===== src/rtl/ahb_lite_slave_mux.sv =====
// Purpose: AHB-Lite address decoder, data-phase response mux and built-in ERROR default slave with an error log.
// Latency: decode is combinational; response/data arrive in the data phase after the accepted address phase (1 cycle, 2 for ERROR).
// Backpressure: HREADY follows the slave owning the data phase; the default slave inserts one wait state for its two-cycle ERROR.
module ahb_lite_slave_mux #(
  parameter int NUM_SLAVES = 2,
  parameter int ADDR_WIDTH = 32,
  parameter int DATA_WIDTH = 32,
  parameter int SLOT_BITS  = 10,
  parameter int ERRCNT_W   = 8
) (
  input  logic                           HCLK,
  input  logic                           HRESET,
  input  logic [ADDR_WIDTH-1:0]          HADDR,
  input  logic [1:0]                     HTRANS,
  input  logic                           HWRITE,
  output logic [NUM_SLAVES-1:0]          HSEL_S,
  input  logic [NUM_SLAVES-1:0]          HREADYOUT_S,
  input  logic [NUM_SLAVES-1:0]          HRESP_S,
  input  logic [NUM_SLAVES*DATA_WIDTH-1:0] HRDATA_S,
  output logic                           HREADY,
  output logic                           HRESP,
  output logic [DATA_WIDTH-1:0]          HRDATA,
  output logic [ERRCNT_W-1:0]            err_count,
  output logic [ADDR_WIDTH-1:0]          err_addr,
  output logic                           err_write
);

  localparam int IDX_W = (NUM_SLAVES > 1) ? $clog2(NUM_SLAVES) : 1;

  typedef enum logic [1:0] {D_IDLE, D_ERR1, D_ERR2} dstate_t;

  logic [ADDR_WIDTH-1:0] addr_idx;
  logic                  mapped;
  logic                  err_start;
  logic                  unused_trans_lsb;

  logic                  dsel_valid;
  logic                  dsel_dflt;
  logic [IDX_W-1:0]      dsel_idx;

  dstate_t               dstate;
  logic                  dflt_rdy;
  logic                  dflt_resp;

  logic                  slv_rdy;
  logic                  slv_resp;
  logic [DATA_WIDTH-1:0] slv_data;

  // Full-width slot index so that addresses above the last slave never alias back onto it.
  assign addr_idx         = HADDR >> SLOT_BITS;
  assign mapped           = (addr_idx < ADDR_WIDTH'(NUM_SLAVES));
  assign err_start        = HREADY & HTRANS[1] & ~mapped;
  // Only NONSEQ vs. SEQ differs in bit 0; both are treated as real transfers.
  assign unused_trans_lsb = HTRANS[0];

  // Address-phase one-hot select, independent of HTRANS.
  always_comb begin
    HSEL_S = '0;
    for (int i = 0; i < NUM_SLAVES; i++) begin
      if (mapped && (addr_idx == ADDR_WIDTH'(i))) HSEL_S[i] = 1'b1;
    end
  end

  // Data-phase owner register; advances only when the current data phase completes.
  always_ff @(posedge HCLK or posedge HRESET) begin
    if (HRESET) begin
      dsel_valid <= 1'b0;
      dsel_dflt  <= 1'b0;
      dsel_idx   <= '0;
    end else if (HREADY) begin
      dsel_valid <= HTRANS[1];
      dsel_dflt  <= HTRANS[1] & ~mapped;
      dsel_idx   <= addr_idx[IDX_W-1:0];
    end
  end

  // Default slave: two-cycle ERROR, back-to-back capable from D_ERR2, plus error log.
  always_ff @(posedge HCLK or posedge HRESET) begin
    if (HRESET) begin
      dstate    <= D_IDLE;
      dflt_rdy  <= 1'b1;
      dflt_resp <= 1'b0;
      err_count <= '0;
      err_addr  <= '0;
      err_write <= 1'b0;
    end else begin
      case (dstate)
        D_IDLE: begin
          if (err_start) begin
            dstate    <= D_ERR1;
            dflt_rdy  <= 1'b0;
            dflt_resp <= 1'b1;
          end
        end
        D_ERR1: begin
          dstate    <= D_ERR2;
          dflt_rdy  <= 1'b1;
          dflt_resp <= 1'b1;
        end
        D_ERR2: begin
          if (err_start) begin
            dstate    <= D_ERR1;
            dflt_rdy  <= 1'b0;
            dflt_resp <= 1'b1;
          end else begin
            dstate    <= D_IDLE;
            dflt_rdy  <= 1'b1;
            dflt_resp <= 1'b0;
          end
        end
        default: begin
          dstate    <= D_IDLE;
          dflt_rdy  <= 1'b1;
          dflt_resp <= 1'b0;
        end
      endcase
      if (err_start) begin
        err_addr  <= HADDR;
        err_write <= HWRITE;
        if (!(&err_count)) err_count <= err_count + ERRCNT_W'(1);
      end
    end
  end

  // Pick the response of the slave that owns the data phase.
  always_comb begin
    slv_rdy  = 1'b1;
    slv_resp = 1'b0;
    slv_data = '0;
    for (int i = 0; i < NUM_SLAVES; i++) begin
      if (dsel_idx == IDX_W'(i)) begin
        slv_rdy  = HREADYOUT_S[i];
        slv_resp = HRESP_S[i];
        slv_data = HRDATA_S[i*DATA_WIDTH +: DATA_WIDTH];
      end
    end
  end

  // Master-facing response: idle OKAY, default-slave ERROR, or the selected slave.
  always_comb begin
    HREADY = 1'b1;
    HRESP  = 1'b0;
    HRDATA = '0;
    if (dsel_valid) begin
      if (dsel_dflt) begin
        HREADY = dflt_rdy;
        HRESP  = dflt_resp;
      end else begin
        HREADY = slv_rdy;
        HRESP  = slv_resp;
        HRDATA = slv_data;
      end
    end
  end

endmodule

===== config.mk =====
export PLATFORM = sky130hd
export DESIGN_NAME = ahb_lite_slave_mux
export DESIGN_NICKNAME = d
export VERILOG_FILES = /design/src/rtl/ahb_lite_slave_mux.sv
export SDC_FILE = /design/constraint.sdc
export NUM_CORES = 1
export LEC_CHECK = 0
export CORE_MARGIN = 2
export CORE_UTILIZATION = 35
export DETAILED_ROUTE_END_ITERATION = 6
export HOLD_SLACK_MARGIN = 0.08
export PLACE_DENSITY = 0.82
export SYNTH_ARGS = -nofsm -noshare
export SYNTH_HDL_FRONTEND = slang
export SYNTH_SLANG_ARGS = --single-unit

===== constraint.sdc =====
create_clock -name HCLK -period 2.45 [get_ports HCLK]
set_input_delay 0.6125 -clock HCLK [delete_from_list [all_inputs] [get_ports HCLK]]
set_output_delay 0.6125 -clock HCLK [all_outputs]
set_load 0.05 [all_outputs]

## Yosys cells after proc, flatten, opt, wreduce, memory -nomap -nowiden

Cells that the tools add are included.

| word-level totals | value |
|---|---|
| output and inout port bits | 77 |
| logic and storage cells | 46 |
| input port bits | 105 |
| register bits after elaboration | 48 |

| cells by class | value |
|---|---|
| $add $sub $neg | 1 |
| equal/unequal tests | 4 |
| reduce and logical (&&, ||, !) cells | 6 |
| order comparisons | 1 |
| bitwise gates (word level) | 5 |
| muxes and demuxes | 20 |

Operator list:

| operator | number |
|---|---|
| 2-to-1 mux 32 bit | 3 |
| logical NOT 32 bit | 1 |
| equality test 22 x 1 -> 1 bit (second input constant) | 1 |
| less-than comparator 22 x 2 -> 1 bit (second input constant) | 1 |
| 2-to-1 mux 1 bit | 13 |
| adder 8 x 1 -> 8 bit (second input constant) | 1 |
| AND reduction 8 bit | 1 |
| case mux 2 bit (3 select lines) | 1 |
| bitwise AND 1 bit | 3 |
| case mux 1 bit (3 select lines) | 1 |
| equality test 2 x 1 -> 1 bit (second input constant) | 1 |
| equality test 2 bit (second input constant) | 1 |
| logical AND 1 bit | 2 |
| logical NOT 2 bit | 1 |
| 2-to-1 mux 2 bit | 1 |
| inequality test 2 bit (second input constant) | 1 |
| inverter 1 bit | 2 |
| case mux 1 bit (2 select lines) | 1 |
| AND reduction 2 bit | 1 |

## Logic depth before layout (Yosys ltp)

Gate-level depths: netlist (run 1).

| depth | value |
|---|---|
| word-level depth | 7 |
| depth in mapped cells | 7 |

## Worst setup path after synthesis (run 1)

No wires, ideal clock.

| path | value |
|---|---|
| kind | input to output |
| start | input HADDR[20] |
| end | output HSEL_S[0] |
| data required time | 1.837 ns |
| stages on the path | 4 |
| slack | -0.169 ns |
| arrival | 2.007 ns |
| path through | nor4_1 -> nand4_1 -> or2_2 -> nor2_1 |

| between the ends | value |
|---|---|
| longest elaborated chain between the ends | 3 |
| elaborated cells on any way between the ends | 4 |
| classes of those cells | order compare (1); mux (1); reduce/logical (2) |

Ends and longest elaborated chain:

| item | RTL line | text |
|---|---|---|
| from (decl) | 13 | `input logic [ADDR_WIDTH-1:0] HADDR,` |
| less-than comparator 22 x 2 -> 1 bit or logical NOT 32 bit (tied branches) | 51, 60 |  |
| logical AND 1 bit * | 60 | `if (mapped && (addr_idx == ADDR_WIDTH'(i))) HSEL_S[i] = 1'b1;` |
| 2-to-1 mux 1 bit * | 60 |  |
| to (decl) | 16 | `output logic [NUM_SLAVES-1:0] HSEL_S,` |

Every way passes the cells marked *; elsewhere a longest branch is shown, timed or not.

## Worst setup path in the final report (run 1)

| path | value |
|---|---|
| start | input HADDR[31] |
| end | output HSEL_S[0] |

Same word-level chain as after synthesis.

==> results.py, run 1 <==
metrics = {
    "drt": {
        "drcViolationCount": 0,
        "totalWireLength_mm": 8.588,
        "detail_routed_via_count_per_cell": 4.727,
        "first_pass_iters": 4,
        "routed-via-count": 2411,
        "first_iter_violations": 42,
        "detail_route.wl_per_cell_um": 16.84,
        "drtAntennaViolNets": 0,
    },
    "floorplan": {
        "chipHeight_um": 88.35,
        "design.die.area_um2": 7805,
        "initial_utilization_pct": 36.45,
        "dieWidth_um": 88.35,
        "std_cell_rows": 30,
        "core_area_um2": 6832,
        "ioPinCount": 182,
    },
    "layout": {
        "areaGrowthSynthToFinish_pct": 105.1,
        "final_layout_size_suffix_gt1_share_pct": 26.81,
        "layout_commonest_cell": "sky130_fd_sc_hd__clkdlybuf4s50_1",
        "num-nets-final": 519,
        "antenna-diode-count": 0,
        "final_core_util_pct": 74.74,
        "most-common-layout-cells": "124 x sky130_fd_sc_hd__clkdlybuf4s50_1, 46 x sky130_fd_sc_hd__dfrtp_1, 39 x sky130_fd_sc_hd__buf_12",
    },
    "critical_path": {
        "r2r_slack_ns": 0.39,
        "crit_path_max_fanout": 2,
        "cp_num_buf_inv": 2,
        "worst-r2r-cell-count": 6,
        "setup.worst_path.end_class": "output port",
        "slowest_delay_ns": 0.31,
        "worstSetupStartpointType": "primary input",
        "critical_path.slowest_cell": "sky130_fd_sc_hd__nor4_2",
        "required_time_worst_endpoint_ns": 1.84,
        "critical_path_cell_by_cell": "dlygate4sd2_1 -> nor4_2 -> nand2_1 -> or2_4 -> nor2_4 -> buf_12",
        "cell_family_contributing_the_most_delay_on_the_critical_path": "simple AND/OR/NAND/NOR gates",
        "worst_r2r_startpoint": "dsel_idx",
        "rr_endpoint": "err_addr[28]",
        "arrival_ns": 1.83,
        "worst-setup-path-type": "in2out",
    },
    "place": {
        "gp_routability_congestion": 0.7158,
        "dp_hpwl_mm": 6.453,
        "numPortBuffers": 180,
    },
    "synth": {
        "synth_seq_cells": 48,
        "syn_inst": 216,
        "avg_inst_size_synth_um2": 11.53,
        "yosys_warnings": 0,
        "synth_nets": 322,
        "synth_seq_area_share_pct": 48.29,
        "synth_area_um2": 2490,
        "yosysUniqueCellTypes": 35,
    },
    "timing": {
        "timing.final.setup_violations": 0,
        "final_critical_period_ns": 2.445,
        "slew_viol_final": 0,
        "timing.clock.skew_ns": 0.008527,
        "final_hold_viol_count": 0,
        "final.period_utilization_pct": 99.81,
        "slew-limit-headroom_pct": 64.57,
        "timing.setup.tns_ns": 0,
        "tightest_slew_ns": 0.5297,
        "fmaxAchievable_ghz": 0.4089,
    },
    "clock_tree": {
        "clock_tree.root_cell": "sky130_fd_sc_hd__clkbuf_8",
        "clock_insertion_delay_at_the_later_pin_of_the_skew_report_ns": 0.30,
        "clk_path_buf_depth": 2,
        "clk_sink_count": 48,
        "tritoncts": "yes",
        "htree_num_levels": 2,
        "cts_made_buffers": 5,
        "clk_pin_slew_worst_paths_ns": 0.08,
    },
    "run_status": {
        "outcome": "complete, no violations",
    },
    "worst_hold_path": {
        "min-delay-path-class": "reg2reg",
        "depth_of_the_worst_hold_timing_path": 1,
        "min_from": "dstate[1]",
        "min_delay_worst_endpoint": "dstate[1]",
    },
    "power_and_ir_drop": {
        "p_per_area_nw_per_um2": 1374,
        "ir_worst_vdd_mv": 1.054,
        "post-layout-total-power_w": 0.007017,
        "power_leakage_nw": 2.271,
    },
    "flow_run": {
        "drv_cap": 0,
    },
    "global_route": {
        "grt_antenna_before_repair": 0,
        "vias_in_the_first_global_route": 2373,
        "maximum_number_of_pins_on_one_net_before_global_route_repair": 33,
        "wire_length_of_the_first_global_routing_pass_mm": 11.92,
        "total_congestion_overflow_after_global_routing": 0,
        "grt_use_total_pct": 19.69,
    },
}
[how the worst max path moves through the flow]
stage	startpoint	end	slack [ns]	depth (start not counted)
2_1_floorplan	HADDR[20]	HSEL_S[0]	-0.17	4
3_3_place_gp	HADDR[28]	HSEL_S[1]	-0.40	6
3_5_place_dp	HADDR[28]	HSEL_S[1]	-0.38	6
4_1_cts	HADDR[15]	HSEL_S[0]	0.002	6
5_1_grt	HADDR[31]	HSEL_S[0]	-0.02	6
6_report	HADDR[31]	HSEL_S[0]	0.005	6
[power breakdown]
| part | switching, W | internal [W] | total [W] |
|---|---|---|---|
| clock network | 0.000262 | 0.000230 | 0.000491 |
| registers | 0.000298 | 0.00117 | 0.00146 |
| logic | 0.00287 | 0.00219 | 0.00506 |
| total | 0.00343 | 0.00359 | 0.00702 |
[synthesized netlist by cell type (all sizes together)]
| cell | instances | area share [%] |
|---|---|---|
| o41a | 1 | 0.45 |
| nor2b | 1 | 0.25 |
| buf | 8 | 2.6 |
| inv | 3 | 0.45 |
| or2 | 1 | 0.25 |
| nor4 | 5 | 1.3 |
| nand3 | 2 | 0.40 |
| and4 | 1 | 0.35 |
| mux2 | 35 | 16 |
| nand4 | 2 | 0.50 |
| xor2 | 6 | 2.1 |
| nand3b | 1 | 0.30 |
| ha | 1 | 0.50 |
| mux2i | 34 | 14 |
| clkbuf | 4 | 0.60 |
| dfrtp | 47 | 47 |
| nor4b | 1 | 0.60 |
| and2 | 1 | 0.25 |
| nand2b | 3 | 0.75 |
| o21ai | 5 | 1.5 |
| nor3b | 1 | 0.50 |
| nor2 | 39 | 6.0 |
| nor3 | 3 | 0.60 |
| o211a | 1 | 0.40 |
| dfstp | 1 | 1.1 |
| o22ai | 1 | 0.25 |
| nand2 | 8 | 1.2 |
[timing repair]
item | in CTS | in global routing
cloned | 0 | 3
resized for setup | 38 | 44
pin swaps | 9 | 10
buffers inserted | 3 | 6
hold buffers | 0 | 0
endpoints found under the setup margin | 2 | 41
[cells by family (layout without fill, tap and decap cells)]
family,Yosys count,count (layout),share of synthesized area (%)
simple gates,69,69,13.22
xor+xnor,6,6,2.111
flops,48,48,48.29
fa+ha+maj,1,1,0.5024
mux,69,69,29.65
compound gates,8,8,2.563
buf+inv,15,213,3.668
[per-stage QoR]
step	instance area (um^2)	setup WS [ns]	cells	hold slack, ns
4_1_cts	4962	0.001639	502	0.4574
5_1_grt	5106	-0.02136	510	0.4779
6_report	5106	0.004671	510	0.4606
3_3_place_gp	4813	-0.4029	491	0.4366
2_1_floorplan	2490	-0.1694	216	0.4200
3_5_place_dp	4813	-0.3751	491	0.4448
[routing by layer]
layer	track usage [%]	routed length, um
met4	5.096	137
met1	20.88	3071
met5	0	0
met2	36.43	4429
met3	7.649	950
[final cells by class]
cell class | instances | area [um^2]
fill | 463 | 1725
timing repair buffer | 202 | 2361
tap | 96 | 120.1
sequential | 48 | 1204
inverter | 3 | 11.26
clock buffer | 7 | 86.33
multi-input combinational | 153 | 1316
clock inverter | 1 | 7.507
[sequential cells by signal, summed over array words and instances (netlist names)]
register    count
err_addr       32
dsel_idx        1
dsel_dflt       1
dstate          2
dsel_valid      1
err_write       1
dflt_resp       1
err_count       8
dflt_rdy        1
No activity file was read; power rests on OpenSTA's default activity.
==> inputs of run 2 (changes only) <==
- CORE_MARGIN: 2 -> not set
==> run 2 against run 1 <==
Compared with the run above: power shrank 0.39%; fmax grew 1.6%; global-route usage grew 1.9 points; sequential share of layout area grew 0.62 points; sequential power is essentially flat; final cell count shrank 2.0%; non-clock buffer count shrank 10; wire length shrank 7.5%; first-iteration DRC count shrank 4.8%; core utilization shrank 1.9 points; critical path type unchanged; largest cell class unchanged.
==> results.py, run 2 (same netlist as run 1, synthesis figures left out) <==
metrics = {
    "clock_tree": {
        "clock_tree.root_cell": "sky130_fd_sc_hd__clkbuf_8",
        "clk_pin_slew_worst_paths_ns": 0.08,
        "tritoncts": "yes",
        "cts_made_buffers": 5,
        "clk_sink_count": 48,
        "htree_num_levels": 2,
        "clock_insertion_delay_at_the_later_pin_of_the_skew_report_ns": 0.30,
        "clk_path_buf_depth": 2,
    },
    "floorplan": {
        "std_cell_rows": 30,
        "chipHeight_um": 86.35,
        "initial_utilization_pct": 36.45,
        "dieWidth_um": 86.35,
        "core_area_um2": 6832,
        "ioPinCount": 182,
        "design.die.area_um2": 7455,
    },
    "place": {
        "gp_routability_congestion": 0.7167,
        "dp_hpwl_mm": 6.329,
        "numPortBuffers": 180,
        "dpl_cell_area_um2": 4798,
    },
    "drt": {
        "highest_layer": "met4",
        "dr_wl_met2_mm": 4.006,
        "detail_route.wl_per_cell_um": 15.90,
        "detail_routed_via_count_per_cell": 4.768,
        "drtAntennaViolNets": 0,
        "drcViolationCount": 0,
        "first_iter_violations": 40,
        "totalWireLength_mm": 7.948,
        "first_pass_iters": 4,
        "met3WireLength_um": 871,
        "wl_met1_mm": 2.853,
        "routed-via-count": 2384,
    },
    "global_route": {
        "grt_use_total_pct": 21.60,
        "total_congestion_overflow_after_global_routing": 0,
        "grt_antenna_before_repair": 0,
        "wire_length_of_the_first_global_routing_pass_mm": 12.33,
        "vias_in_the_first_global_route": 2486,
        "maximum_number_of_pins_on_one_net_before_global_route_repair": 33,
    },
    "layout": {
        "layout_commonest_cell": "sky130_fd_sc_hd__clkdlybuf4s50_1",
        "most-common-layout-cells": "125 x sky130_fd_sc_hd__clkdlybuf4s50_1, 46 x sky130_fd_sc_hd__dfrtp_1, 39 x sky130_fd_sc_hd__buf_12",
        "post-route-cell-area_um2": 4976,
        "final_layout_size_suffix_gt1_share_pct": 20.79,
        "largest_reg_flops": 32,
        "registers_with_the_most_flip_flops": "err_addr (32), err_count (8), dstate (2)",
        "num-nets-final": 509,
        "areaGrowthSynthToFinish_pct": 99.85,
        "antenna-diode-count": 0,
        "largest-register": "err_addr",
    },
    "power_and_ir_drop": {
        "p_per_area_nw_per_um2": 1405,
        "power_leakage_nw": 2.147,
        "ir_worst_vdd_mv": 0.9440,
    },
    "critical_path": {
        "setup.worst_path.end_class": "output port",
        "worst-setup-path-type": "in2out",
        "arrival_ns": 1.79,
        "cell_family_contributing_the_most_delay_on_the_critical_path": "simple AND/OR/NAND/NOR gates",
        "cp_num_buf_inv": 2,
        "critical_path.slowest_cell": "sky130_fd_sc_hd__clkdlybuf4s50_1",
        "worstSetupStartpointType": "primary input",
        "crit_path_max_fanout": 2,
        "required_time_worst_endpoint_ns": 1.84,
        "critical_path_cell_by_cell": "clkdlybuf4s50_1 -> nor2_1 -> nand2_1 -> or2_4 -> nor2_4 -> buf_12",
        "slowest_delay_ns": 0.43,
    },
    "timing": {
        "final.period_utilization_pct": 98.26,
        "timing.clock.skew_ns": 0.006255,
        "slew-limit-headroom_pct": 62.10,
        "fmaxAchievable_ghz": 0.4154,
        "final_critical_period_ns": 2.407,
        "grt_setup_unrepaired": "no",
        "slew_viol_final": 0,
        "timing.final.setup_violations": 0,
        "tightest_slew_ns": 0.5667,
        "final_hold_viol_count": 0,
        "timing.setup.tns_ns": 0,
    },
    "flow_run": {
        "drv_cap": 0,
    },
    "run_status": {
        "outcome": "complete, no violations",
    },
    "worst_hold_path": {
        "min-delay-path-class": "reg2reg",
    },
}
run 2: cell types whose count changed in the layout (fill, tap and decap cells not counted), sizes merged:
cell,delta
buf,-3
clkinvlp,-1
dlymetal6s2s,-1
clkdlybuf4s50,+1
bufinv,+3
clkbuf,-9
run 2: final cells by class:
type	instances	area [um^2]
Clock inverter	3	90.09
Inverter	3	11.26
Multi-Input combinational cell	153	1252
Clock buffer	5	68.82
Timing Repair Buffer	192	2230
Sequential cell	48	1204
Tap cell	96	120.1
Fill cell	497	1856
run 2: final timing paths:
path	from	endpoint	slack [ns]	cells past startpoint
worst max-delay path	HADDR[16]	HSEL_S[1]	0.04	6
worst min-delay path	dstate[1]	dstate[1]	0.45	1
worst max register to register	dsel_idx	err_count[5]	0.50	7
worst min register to register	dstate[1]	dstate[1]	0.45	1
max in group asynchronous	HRESET	dflt_rdy	1.24	3
min in group asynchronous	HRESET	err_count[0]	0.64	2
run 2: stage by stage:
step | total power (W) | util [%] | worst slack (ns) | hold WS (ns) | std cells
after CTS | 0.007043 | 73.08 | 0.005608 | 0.4495 | 500
after floorplan | 0.004232 | - | -0.1694 | 0.4200 | 216
after global placement | 0.006173 | 70.24 | -0.3793 | 0.4337 | 489
final | 0.006989 | 72.84 | 0.04268 | 0.4480 | 500
after global routing | 0.007275 | 72.84 | 0.001913 | 0.4653 | 500
after detailed placement | 0.006248 | 70.24 | -0.4047 | 0.4413 | 489
run 2: worst reg2reg max path, delay by kind of cell, from the launching register on:
family                 cells  cell delay (ns)
flip-flops                 1             0.51
AND/OR/NAND/NOR            1             0.32
buffers and inverters      2             0.33
XOR/XNOR                   1             0.19
multiplexers               1             0.24
AO/OA/AOI/OAI              2             0.29
run 2: power by group:
part / internal [W] / total (W) / switching (W)
Sequential: 0.00117 / 0.00144 / 0.000271
Clock: 0.000510 / 0.000781 / 0.000271
Combinational: 0.00195 / 0.00477 / 0.00282
run 2: timing repair:
action	4_1_cts	5_1_grt
gates cloned	0	0
endpoints found under the setup margin	2	18
pin swaps	9	9
hold buffers	0	0
resized for setup	50	12
buffers inserted	3	0
run 2: layer usage:
| layer | vias to the layer above | track usage, % |
|---|---|---|
| met5 | - | 0 |
| met3 | 13 | 8.000 |
| met1 | 1125 | 22.50 |
| li1 | 1120 | - |
| met4 | 0 | 9.091 |
| met2 | 126 | 39.03 |
==> inputs of run 3 (changes only) <==
- CORE_MARGIN: not set -> 4
==> run 3 against run 2 <==
Compared with the run above: combinational power is essentially flat; clock skew grew 0.0038 ns; clock-buffer cell count grew 1; non-clock buffer count is the same; global-route usage shrank 2.6 points; die area grew 14%; hold slack gained 0.015 ns; final area shrank 0.98%; critical path type unchanged; critical endpoint unchanged; largest cell class unchanged; largest power group unchanged.
==> results.py, run 3 (same netlist as run 1, synthesis figures left out) <==
metrics = {
    "worst_hold_path": {
        "min_from": "dstate[1]",
        "min-delay-path-class": "reg2reg",
    },
    "timing": {
        "timing.setup.tns_ns": 0,
        "slew-limit-headroom_pct": 64.88,
        "final.setup.worst_slack_ns": 0.08375,
        "timing.hold.ws_ns": 0.4625,
        "final_critical_period_ns": 2.366,
        "timing.final.setup_violations": 0,
        "tightest_slew_ns": 0.5252,
        "final.period_utilization_pct": 96.58,
        "timing.clock.skew_ns": 0.01010,
        "fmaxAchievable_ghz": 0.4226,
        "final_hold_viol_count": 0,
        "slew_viol_final": 0,
    },
    "drt": {
        "totalWireLength_mm": 8.291,
        "detail_route.wl_per_cell_um": 16.55,
        "detail_routed_via_count_per_cell": 4.758,
        "drcViolationCount": 0,
        "first_iter_violations": 47,
        "drtAntennaViolNets": 0,
        "routed-via-count": 2384,
        "first_pass_iters": 4,
    },
    "place": {
        "placement.setup.worst_slack_ns": -0.4129,
        "numPortBuffers": 180,
        "gp_routability_congestion": 0.7447,
        "dp_hpwl_mm": 6.871,
    },
    "clock_tree": {
        "cts_made_buffers": 5,
        "clk_path_buf_depth": 2,
        "clock_insertion_delay_at_the_later_pin_of_the_skew_report_ns": 0.30,
        "htree_num_levels": 2,
        "clock_tree.root_cell": "sky130_fd_sc_hd__clkbuf_8",
        "tritoncts": "yes",
        "clk_sink_count": 48,
        "clk_pin_slew_worst_paths_ns": 0.08,
    },
    "layout": {
        "final_core_util_pct": 71.73,
        "most-common-layout-cells": "124 x sky130_fd_sc_hd__clkdlybuf4s50_1, 46 x sky130_fd_sc_hd__dfrtp_1, 38 x sky130_fd_sc_hd__buf_12",
        "largest_reg_flops": 32,
        "registers_with_the_most_flip_flops": "err_addr (32), err_count (8), dstate (2)",
        "areaGrowthSynthToFinish_pct": 97.89,
        "num-nets-final": 509,
        "final_layout_size_suffix_gt1_share_pct": 19.31,
        "layout_commonest_cell": "sky130_fd_sc_hd__clkdlybuf4s50_1",
        "largest-register": "err_addr",
    },
    "floorplan": {
        "dieWidth_um": 92.35,
        "initial_utilization_pct": 36.25,
        "core_area_um2": 6869,
        "chipHeight_um": 92.35,
        "ioPinCount": 182,
        "design.die.area_um2": 8528,
        "std_cell_rows": 30,
    },
    "flow_run": {
        "drv_cap": 0,
    },
    "critical_path": {
        "worst_r2r_startpoint": "dsel_idx",
        "crit_path_launch": "HADDR[22]",
        "worst-setup-path-type": "in2out",
        "arrival_ns": 1.75,
        "setup.worst_path.end_class": "output port",
        "worstSetupStartpointType": "primary input",
        "required_time_worst_endpoint_ns": 1.84,
        "crit_path_max_fanout": 2,
    },
    "power_and_ir_drop": {
        "p_comb_share_pct": 71.2,
        "power_frac_clock_pct": 7.3,
        "reg_power_share_pct": 21.5,
        "power_leakage_nw": 2.124,
        "ir_worst_vdd_mv": 0.9234,
        "power_switching_share_pct": 49.88,
        "total_switching_power_w": 0.003336,
        "cell_internal_pwr_w": 0.003352,
        "p_per_area_nw_per_um2": 1357,
    },
    "global_route": {
        "maximum_number_of_pins_on_one_net_before_global_route_repair": 34,
        "grt_antenna_before_repair": 1,
        "vias_in_the_first_global_route": 2475,
        "wire_length_of_the_first_global_routing_pass_mm": 12.94,
        "total_congestion_overflow_after_global_routing": 0,
        "grt_use_total_pct": 19.04,
    },
    "run_status": {
        "outcome": "complete, no violations",
    },
}
run 3: cell count changes in the layout (fill, tap and decap cells not counted), moves of 2 or more:
| cell | previous run | this run |
|---|---|---|
| sky130_fd_sc_hd__buf_2 | 6 | 4 |
| sky130_fd_sc_hd__bufinv_16 | 3 | 0 |
| sky130_fd_sc_hd__clkbuf_2 | 5 | 1 |
| sky130_fd_sc_hd__clkinvlp_4 | 0 | 2 |
| sky130_fd_sc_hd__dlygate4sd2_1 | 4 | 8 |
run 3: per-layer routing:
metal / vias to the layer above / track usage, % / wire length, um
li1: 1125 / - / -
met1: 1128 / 19.80 / 2822
met2: 123 / 35.89 / 4354
met3: 8 / 7.392 / 996
met4: 0 / 4.084 / 116
met5: - / 0 / 0
run 3: final timing paths:
kind / slack (ns) / cells after the start / to
hold reg to reg: 0.46 / 1 / dstate[1]
max in group asynchronous: 1.19 / 3 / dflt_rdy
setup reg to reg: 0.55 / 5 / err_addr[0]
min in group asynchronous: 0.67 / 2 / err_addr[4]
setup / recovery: 0.08 / 6 / HSEL_S[1]
hold / removal: 0.46 / 1 / dstate[1]
run 3: what timing repair did:
action / in CTS / in global routing
endpoints found under the setup margin: 2 / 2
pin swaps: 9 / 7
gates resized for setup: 45 / 6
hold buffers: 0 / 0
cloned: 0 / 0
buffers inserted: 0 / 0
run 3: through the flow:
stage               total power (W)  instance area, um^2  cells
global placement           0.006188                 4808    492
global route               0.006995                 4927    501
floorplan                  0.004232                 2490    216
CTS                        0.006761                 4922    500
detailed placement         0.006252                 4808    492
finish                     0.006688                 4927    501
run 3: critical path, cell delays in order:
cell and delay, ns:
sky130_fd_sc_hd__clkdlybuf4s15_2 0.21, sky130_fd_sc_hd__nor4_4 0.22, sky130_fd_sc_hd__nand4_1 0.17, sky130_fd_sc_hd__or2_4 0.29, sky130_fd_sc_hd__nor2_4 0.11, sky130_fd_sc_hd__buf_12 0.14
run 3: final cells by class:
cell class,instances,area [um^2]
diodes,1,2.502
inverters,3,11.26
clock buffers,6,82.58
flip-flops and latches,48,1204
well taps,96,120.1
clock inverters,2,15.01
fillers,485,1942
repair buffers,192,2246
multi-input cells,153,1246
run 3: power groups by stage:
| stage | clock network [W] | logic (W) | registers [W] |
|---|---|---|---|
| global route | 0.000531 | 0.00497 | 0.00150 |
| CTS | 0.000507 | 0.00481 | 0.00144 |
| finish | 0.000490 | 0.00476 | 0.00144 |
| detailed placement | 0 | 0.00480 | 0.00145 |
| floorplan | 0 | 0.00171 | 0.00252 |
| global placement | 0 | 0.00476 | 0.00143 |
